<file path="src/rtl/k005297_cyclecmp.sv">
`default_nettype none
// =============================================================================
// Module : k005297_cyclecmp
// Brief  : Deserialises the serial cycle counter once per ROT20 frame and
//          matches the value against a target. K005297_CYCLECMP_TIMEOUT_EN
//          adds a search timeout.
// Rev    : 1.0
// =============================================================================
module k005297_cyclecmp #(
    parameter int CW = 10
) (
    input  logic          i_MCLK,
    input  logic          i_RST,
    input  logic          i_CLK2M_PCEN_n,
    input  logic [19:0]   i_ROT20_n,
    input  logic          i_CYCLECNTR_LSB,
    input  logic [CW-1:0] i_TARGET,
    input  logic          i_TARGET_LD,
    input  logic          i_ARM,
    output logic [CW-1:0] o_CYCLE_VALUE,
    output logic          o_VALUE_VALID,
    output logic          o_MATCH,
    output logic          o_MATCH_PULSE,
    output logic          o_BUSY,
    output logic          o_TIMEOUT
);
    localparam logic [4:0] c_PH_NONE = 5'd31;
    localparam logic [4:0] c_PH_LAST = 5'(CW);
    localparam logic [4:0] c_PH_PUB  = 5'(CW + 1);

    typedef enum logic [1:0] {
        S_IDLE    = 2'd0,
        S_ARMED   = 2'd1,
        S_MATCHED = 2'd2,
        S_TIMEOUT = 2'd3
    } state_t;

    state_t        r_state;
    state_t        w_next;
    logic          w_tick;
    logic [19:0]   w_low;
    logic [4:0]    w_phase;
    logic          w_cap;
    logic          w_pub_good;
    logic          w_match_evt;
    logic [CW-1:0] r_shift;
    logic [CW-1:0] r_value;
    logic [CW-1:0] r_target;
    logic [4:0]    r_exp;
    logic          r_bad;
    logic          r_valid;
    logic          r_match_pulse;
`ifdef K005297_CYCLECMP_TIMEOUT_EN
    logic [10:0]   r_cnt;
    logic          w_cnt_clr;
    logic          w_cnt_inc;
`endif

    assign w_tick = ~i_CLK2M_PCEN_n;
    assign w_low  = ~i_ROT20_n;

    // Exactly one low ROT20 line names the phase; anything else is "none".
    always_comb begin
        w_phase = c_PH_NONE;
        if ((w_low != 20'd0) && ((w_low & (w_low - 20'd1)) == 20'd0)) begin
            for (int i = 0; i < 20; i++) begin
                if (w_low[i]) w_phase = 5'(i);
            end
        end
    end

    assign w_cap      = (w_phase >= 5'd1) && (w_phase <= c_PH_LAST);
    // A frame publishes only if every capture phase arrived in order.
    assign w_pub_good = (w_phase == c_PH_PUB) && !r_bad && (r_exp == c_PH_PUB);

    always_ff @(posedge i_MCLK or posedge i_RST) begin
        if (i_RST) begin
            r_shift <= '0;
            r_value <= '0;
            r_exp   <= c_PH_NONE;
            r_bad   <= 1'b0;
            r_valid <= 1'b0;
        end else if (w_tick) begin
            r_valid <= w_pub_good;
            if (w_phase == 5'd0) begin
                r_exp <= 5'd1;
                r_bad <= 1'b0;
            end else if (w_cap) begin
                for (int i = 0; i < CW; i++) begin
                    if (w_phase == 5'(i + 1)) r_shift[i] <= i_CYCLECNTR_LSB;
                end
                if (w_phase == r_exp) r_exp <= r_exp + 5'd1;
                else                  r_bad <= 1'b1;
            end else if (w_phase == c_PH_PUB) begin
                if (w_pub_good) r_value <= r_shift;
                r_exp <= c_PH_NONE;
            end
        end
    end

    always_comb begin
        w_next      = r_state;
        w_match_evt = 1'b0;
`ifdef K005297_CYCLECMP_TIMEOUT_EN
        w_cnt_clr   = 1'b0;
        w_cnt_inc   = 1'b0;
`endif
        case (r_state)
            S_IDLE: begin
                if (i_ARM) begin
                    w_next = S_ARMED;
`ifdef K005297_CYCLECMP_TIMEOUT_EN
                    w_cnt_clr = 1'b1;
`endif
                end
            end
            S_ARMED: begin
                // Abort takes priority over a match on the same tick.
                if (!i_ARM) begin
                    w_next = S_IDLE;
                end else if (w_pub_good && (r_shift == r_target)) begin
                    w_next      = S_MATCHED;
                    w_match_evt = 1'b1;
                end
`ifdef K005297_CYCLECMP_TIMEOUT_EN
                else if (w_pub_good) begin
                    w_cnt_inc = 1'b1;
                    if (r_cnt == 11'd1024) w_next = S_TIMEOUT;
                end
`endif
            end
            default: begin
                if (!i_ARM) w_next = S_IDLE;
            end
        endcase
    end

    always_ff @(posedge i_MCLK or posedge i_RST) begin
        if (i_RST) begin
            r_state       <= S_IDLE;
            r_match_pulse <= 1'b0;
            r_target      <= '0;
        end else if (w_tick) begin
            r_state       <= w_next;
            r_match_pulse <= w_match_evt;
            if (i_TARGET_LD && ((r_state == S_IDLE) || (r_state == S_MATCHED)))
                r_target <= i_TARGET;
        end
    end

`ifdef K005297_CYCLECMP_TIMEOUT_EN
    always_ff @(posedge i_MCLK or posedge i_RST) begin
        if (i_RST) begin
            r_cnt <= 11'd0;
        end else if (w_tick) begin
            if (w_cnt_clr)      r_cnt <= 11'd0;
            else if (w_cnt_inc) r_cnt <= r_cnt + 11'd1;
        end
    end
    assign o_TIMEOUT = (r_state == S_TIMEOUT);
`else
    assign o_TIMEOUT = 1'b0;
`endif

    assign o_CYCLE_VALUE = r_value;
    assign o_VALUE_VALID = r_valid;
    assign o_MATCH       = (r_state == S_MATCHED);
    assign o_MATCH_PULSE = r_match_pulse;
    assign o_BUSY        = (r_state == S_ARMED);

endmodule
`default_nettype wire

</file>
<file path="config.mk">
export PLATFORM = sky130hd
export DESIGN_NAME = k005297_cyclecmp
export DESIGN_NICKNAME = d
export VERILOG_FILES = /design/src/rtl/k005297_cyclecmp.sv
export SDC_FILE = /design/constraint.sdc
export NUM_CORES = 1
export LEC_CHECK = 0
export CAP_MARGIN = 10
export CORE_AREA = 2 2 53 104
export DETAILED_ROUTE_END_ITERATION = 8
export DIE_AREA = 0 0 55 106
export HOLD_SLACK_MARGIN = 0.02
export PLACE_DENSITY = 0.85
export SYNTH_ARGS = -nofsm -noshare
export SYNTH_HDL_FRONTEND = slang
export SYNTH_SLANG_ARGS = --single-unit
</file>
<file path="constraint.sdc">
create_clock -name i_MCLK -period 2.6 [get_ports i_MCLK]
set_input_delay 0.52 -clock i_MCLK [delete_from_list [all_inputs] [get_ports i_MCLK]]
set_output_delay 0.52 -clock i_MCLK [all_outputs]
set_load 0.01 [all_outputs]
</file>
==> metrics.md <==
| Metric | Value |
|---|---|
| Outcome | `complete, but fails checks` |
| Failing checks | `setup timing` |
| Vias in the first global route | `2,939` |
| Commonest non-fill, non-tap cell in the layout | `buf_4` |
| Ports | `51` |
| Max_cap viols | `0` |
| Core area | `5090 um2` |
| EDFF count, synth | `0` |
| Residual DRC count | `0` |
| Crit Path Class | `in2reg` |
| Initial DRT Pass Iterations | `6` |
| FF-to-FF path depth | `6` |
| Setup TNS | `-7.24 ns` |
| VDD IR max | `0.553 mV` |
| P&R area growth vs syn | `69.1%` |
| Num CTS Buffers | `5` |
| Post-DP Area | `3510 um2` |
| Routed via count | `3,090` |
| DRT Wirelength | `11,200 um` |
| DRT antenna net count | `0` |
| Htree depth | `2` |
| Hold Path Class | `reg2reg` |
| Hold Fails Final Rpt | `0` |
| Starting Density | `0.500` |
| Grt ovf | `0` |
| CTS tree | `built` |
| Mapped Cells | `288` |
| Clk buf depth | `2` |
| Top_reg_cell synth | `dfrtp_1` |
| DIE HEIGHT | `106 um` |
| Clock slew at the register clock pins of the worst setup and hold paths | `0.09 ns` |
| Clock Skews | `0.0108 ns` |
| Core Util, Final | `0.845` |
| Layout cells sized above 1 | `0.520` |
| Worst slew margin | `0.554` |
| Worst-Margin Slew | `0.663 ns` |
| Wire length per cell | `24.1 um` |
| Antenna Cells | `0` |
| Worst setup slack after layout | `-0.456 ns` |
| Final period utilization | `1.18` |
| Crit Path Max Fanout | `7` |
| Die area | `5830 um2` |
| DIE WIDTH | `55 um` |
| RSZ-0062 raised after global routing | `true` |
| Fillers | `244` |
| Critical register-to-register path endpoint | `r_exp[2]` |
| Total GRT Usage | `0.344` |
| Yosys reg bits | `40` |
| Pin count of the biggest net entering global routing | `41` |
| Pins Over Slew Limit | `0` |
| Worst Setup SP | `i_ROT20_n[4]` |
| Root buffer cell | `clkbuf_8` |
| Yosys warns | `0` |
| Crit end category | `flip-flop` |
| Count of port buffers added during placement | `49` |
| Syn_nets | `325` |
| Worst r2r src | `r_exp[2]` |
| Most frequent cells in the layout | `buf_4, nand2_1, dfrtp_1` |
| Pwr/cell area | `368 nW/um2` |
| Final Cell Area | `4310 um2` |
| R2r setup slk | `0.39 ns` |
| Post-synthesis sequential area ratio | `0.396` |
| Routability cong. | `0.913` |
| Synthesized area | `2550 um2` |
| Hold Buf Count CTS | `0` |
| Post-layout nets | `442` |
| Clk Latency, worst-skew pair | `0.31 ns` |
| Synth cell types | `59` |
| Syn avg cell area | `8.84 um2` |
| # rows | `37` |
| Initial antenna violation count | `0` |
| Worst setup SP type | `primary input` |
| Hold Startpoint | `o_CYCLE_VALUE[5]` |
| First-pass GRT wire length | `14,300 um` |
| Vias per inst | `6.66` |
| Max frequency | `327 MHz` |
| Worst EP arrival | `3.25 ns` |
| Static leakage power | `1.81 nW` |
| Sink Count | `40` |
| FFs w/ async S/R, synth | `1.00` |
| Detail Placement HPWL | `5760 um` |
| Final setup vio count | `27` |
| Hold Path Cell Cnt | `2` |
| Post-layout min period | `3.06 ns` |
| WP data required | `2.79 ns` |
| Starting DRT DRC Count | `208` |
| Hold endpoint | `o_CYCLE_VALUE[5]` |
==> worst max path at each step <==
stage               depth (start not counted)  slack [ns]    endpoint
floorplan                                  11       -0.47  r_shift[1]
global placement                           10       -0.99  r_shift[2]
detailed placement                         10       -1.14  r_shift[1]
CTS                                        10       -0.25  r_shift[1]
global route                               13       -0.56  r_shift[8]
finish                                     11       -0.46  r_shift[1]
==> registers in the layout, summed over array words and instances (netlist names) <==
register	flops
o_CYCLE_VALUE	10
o_MATCH_PULSE	1
o_VALUE_VALID	1
r_bad	1
r_exp	5
r_shift	10
r_state	2
r_target	10
==> cell type report <==
class | instances | area [um2] | share of cell area
multi-input cells | 228 | 1980 | 0.460
repair buffers | 123 | 1100 | 0.257
flip-flops and latches | 40 | 1010 | 0.234
well taps | 58 | 72.6 | 0.0169
clock buffers | 5 | 68.8 | 0.0160
clock inverters | 3 | 46.3 | 0.0108
inverters | 7 | 26.3 | 0.00610
==> routing by layer <==
layer | track usage | share of wire | vias to the layer above
li1 | - | - | 1266
met1 | 0.326 | 0.30 | 1493
met2 | 0.573 | 0.53 | 226
met3 | 0.105 | 0.078 | 105
met4 | 0.260 | 0.094 | 0
met5 | 0 | 0 | -
==> worst max-delay path, stage by stage <==
cell and delay, ns:
buf_12 0.09, buf_6 0.09, and4_4 0.23, nand2_4 0.08
nor4_4 0.39, o21ai_4 0.12, a211o_1 0.32, or4_4 0.53
or3b_4 0.45, nor2_4 0.11, mux2_4 0.30
==> metrics by stage <==
stage	power [W]	setup WS [ns]	hold slack, ns	std cells
6_report	0.00158	-0.456	0.518	464
3_5_place_dp	0.000981	-1.14	0.464	438
5_1_grt	0.00164	-0.561	0.538	464
3_3_place_gp	0.000970	-0.992	0.451	438
4_1_cts	0.00153	-0.254	0.480	455
2_1_floorplan	0.000836	-0.468	0.461	288
==> synthesized netlist by cell type, types with 2 or more instances <==
cell	number	area (um2)
a21o_1	2	15.0
a21oi_1	8	40.0
a311oi_1	2	17.5
and3_1	2	12.5
and4_1	5	43.8
buf_1	2	7.51
clkbuf_1	7	26.3
clkbuf_2	2	10.0
dfrtp_1	35	876
dfstp_2	5	131
inv_1	7	26.3
maj3_1	4	40.0
mux2_1	3	33.8
mux2_2	17	191
nand2_1	58	218
nand2b_1	3	18.8
nand3_1	12	60.1
nand3b_1	2	15.0
nand4_1	8	50.1
nand4_2	2	25.0
nor2_1	20	75.1
nor2_2	3	18.8
nor2b_1	4	25.0
nor3_1	10	50.1
nor4_1	5	31.3
o21ai_0	5	25.0
o221a_2	2	22.5
o31a_1	2	17.5
or2_2	2	12.5
or3_1	4	25.0
or4_1	4	30.0
xnor2_1	11	96.3
xor2_1	4	35.0
==> cells by family (layout without fill, tap and decap cells) <==
| group | after synthesis | in the layout | share of synthesized area |
|---|---|---|---|
| xor+xnor | 15 | 15 | 0.0516 |
| other cells | 1 | 1 | 0.00147 |
| fa+ha+maj | 5 | 5 | 0.0206 |
| flops | 40 | 40 | 0.396 |
| compound gates | 38 | 38 | 0.114 |
| mux | 20 | 20 | 0.0884 |
| simple gates | 149 | 149 | 0.296 |
| buf+inv | 20 | 138 | 0.0324 |
==> power breakdown <==
part	total [W]	internal, W	switching [W]	leakage, nW
Clock	0.000523	0.000289	0.000234	0.0548
Sequential	0.000693	0.000661	0.0000319	0.517
Combinational	0.000366	0.000185	0.000182	1.24
==> what timing repair did <==
item | CTS | global route
setup buffers | 8 | 10
resized for setup | 148 | 76
pin swaps | 25 | 52
setup endpoints to repair | 30 | 30
hold endpoints to repair | 0 | 0
cloned | 1 | 0
Note: power is estimated with default switching activity, not from simulation.
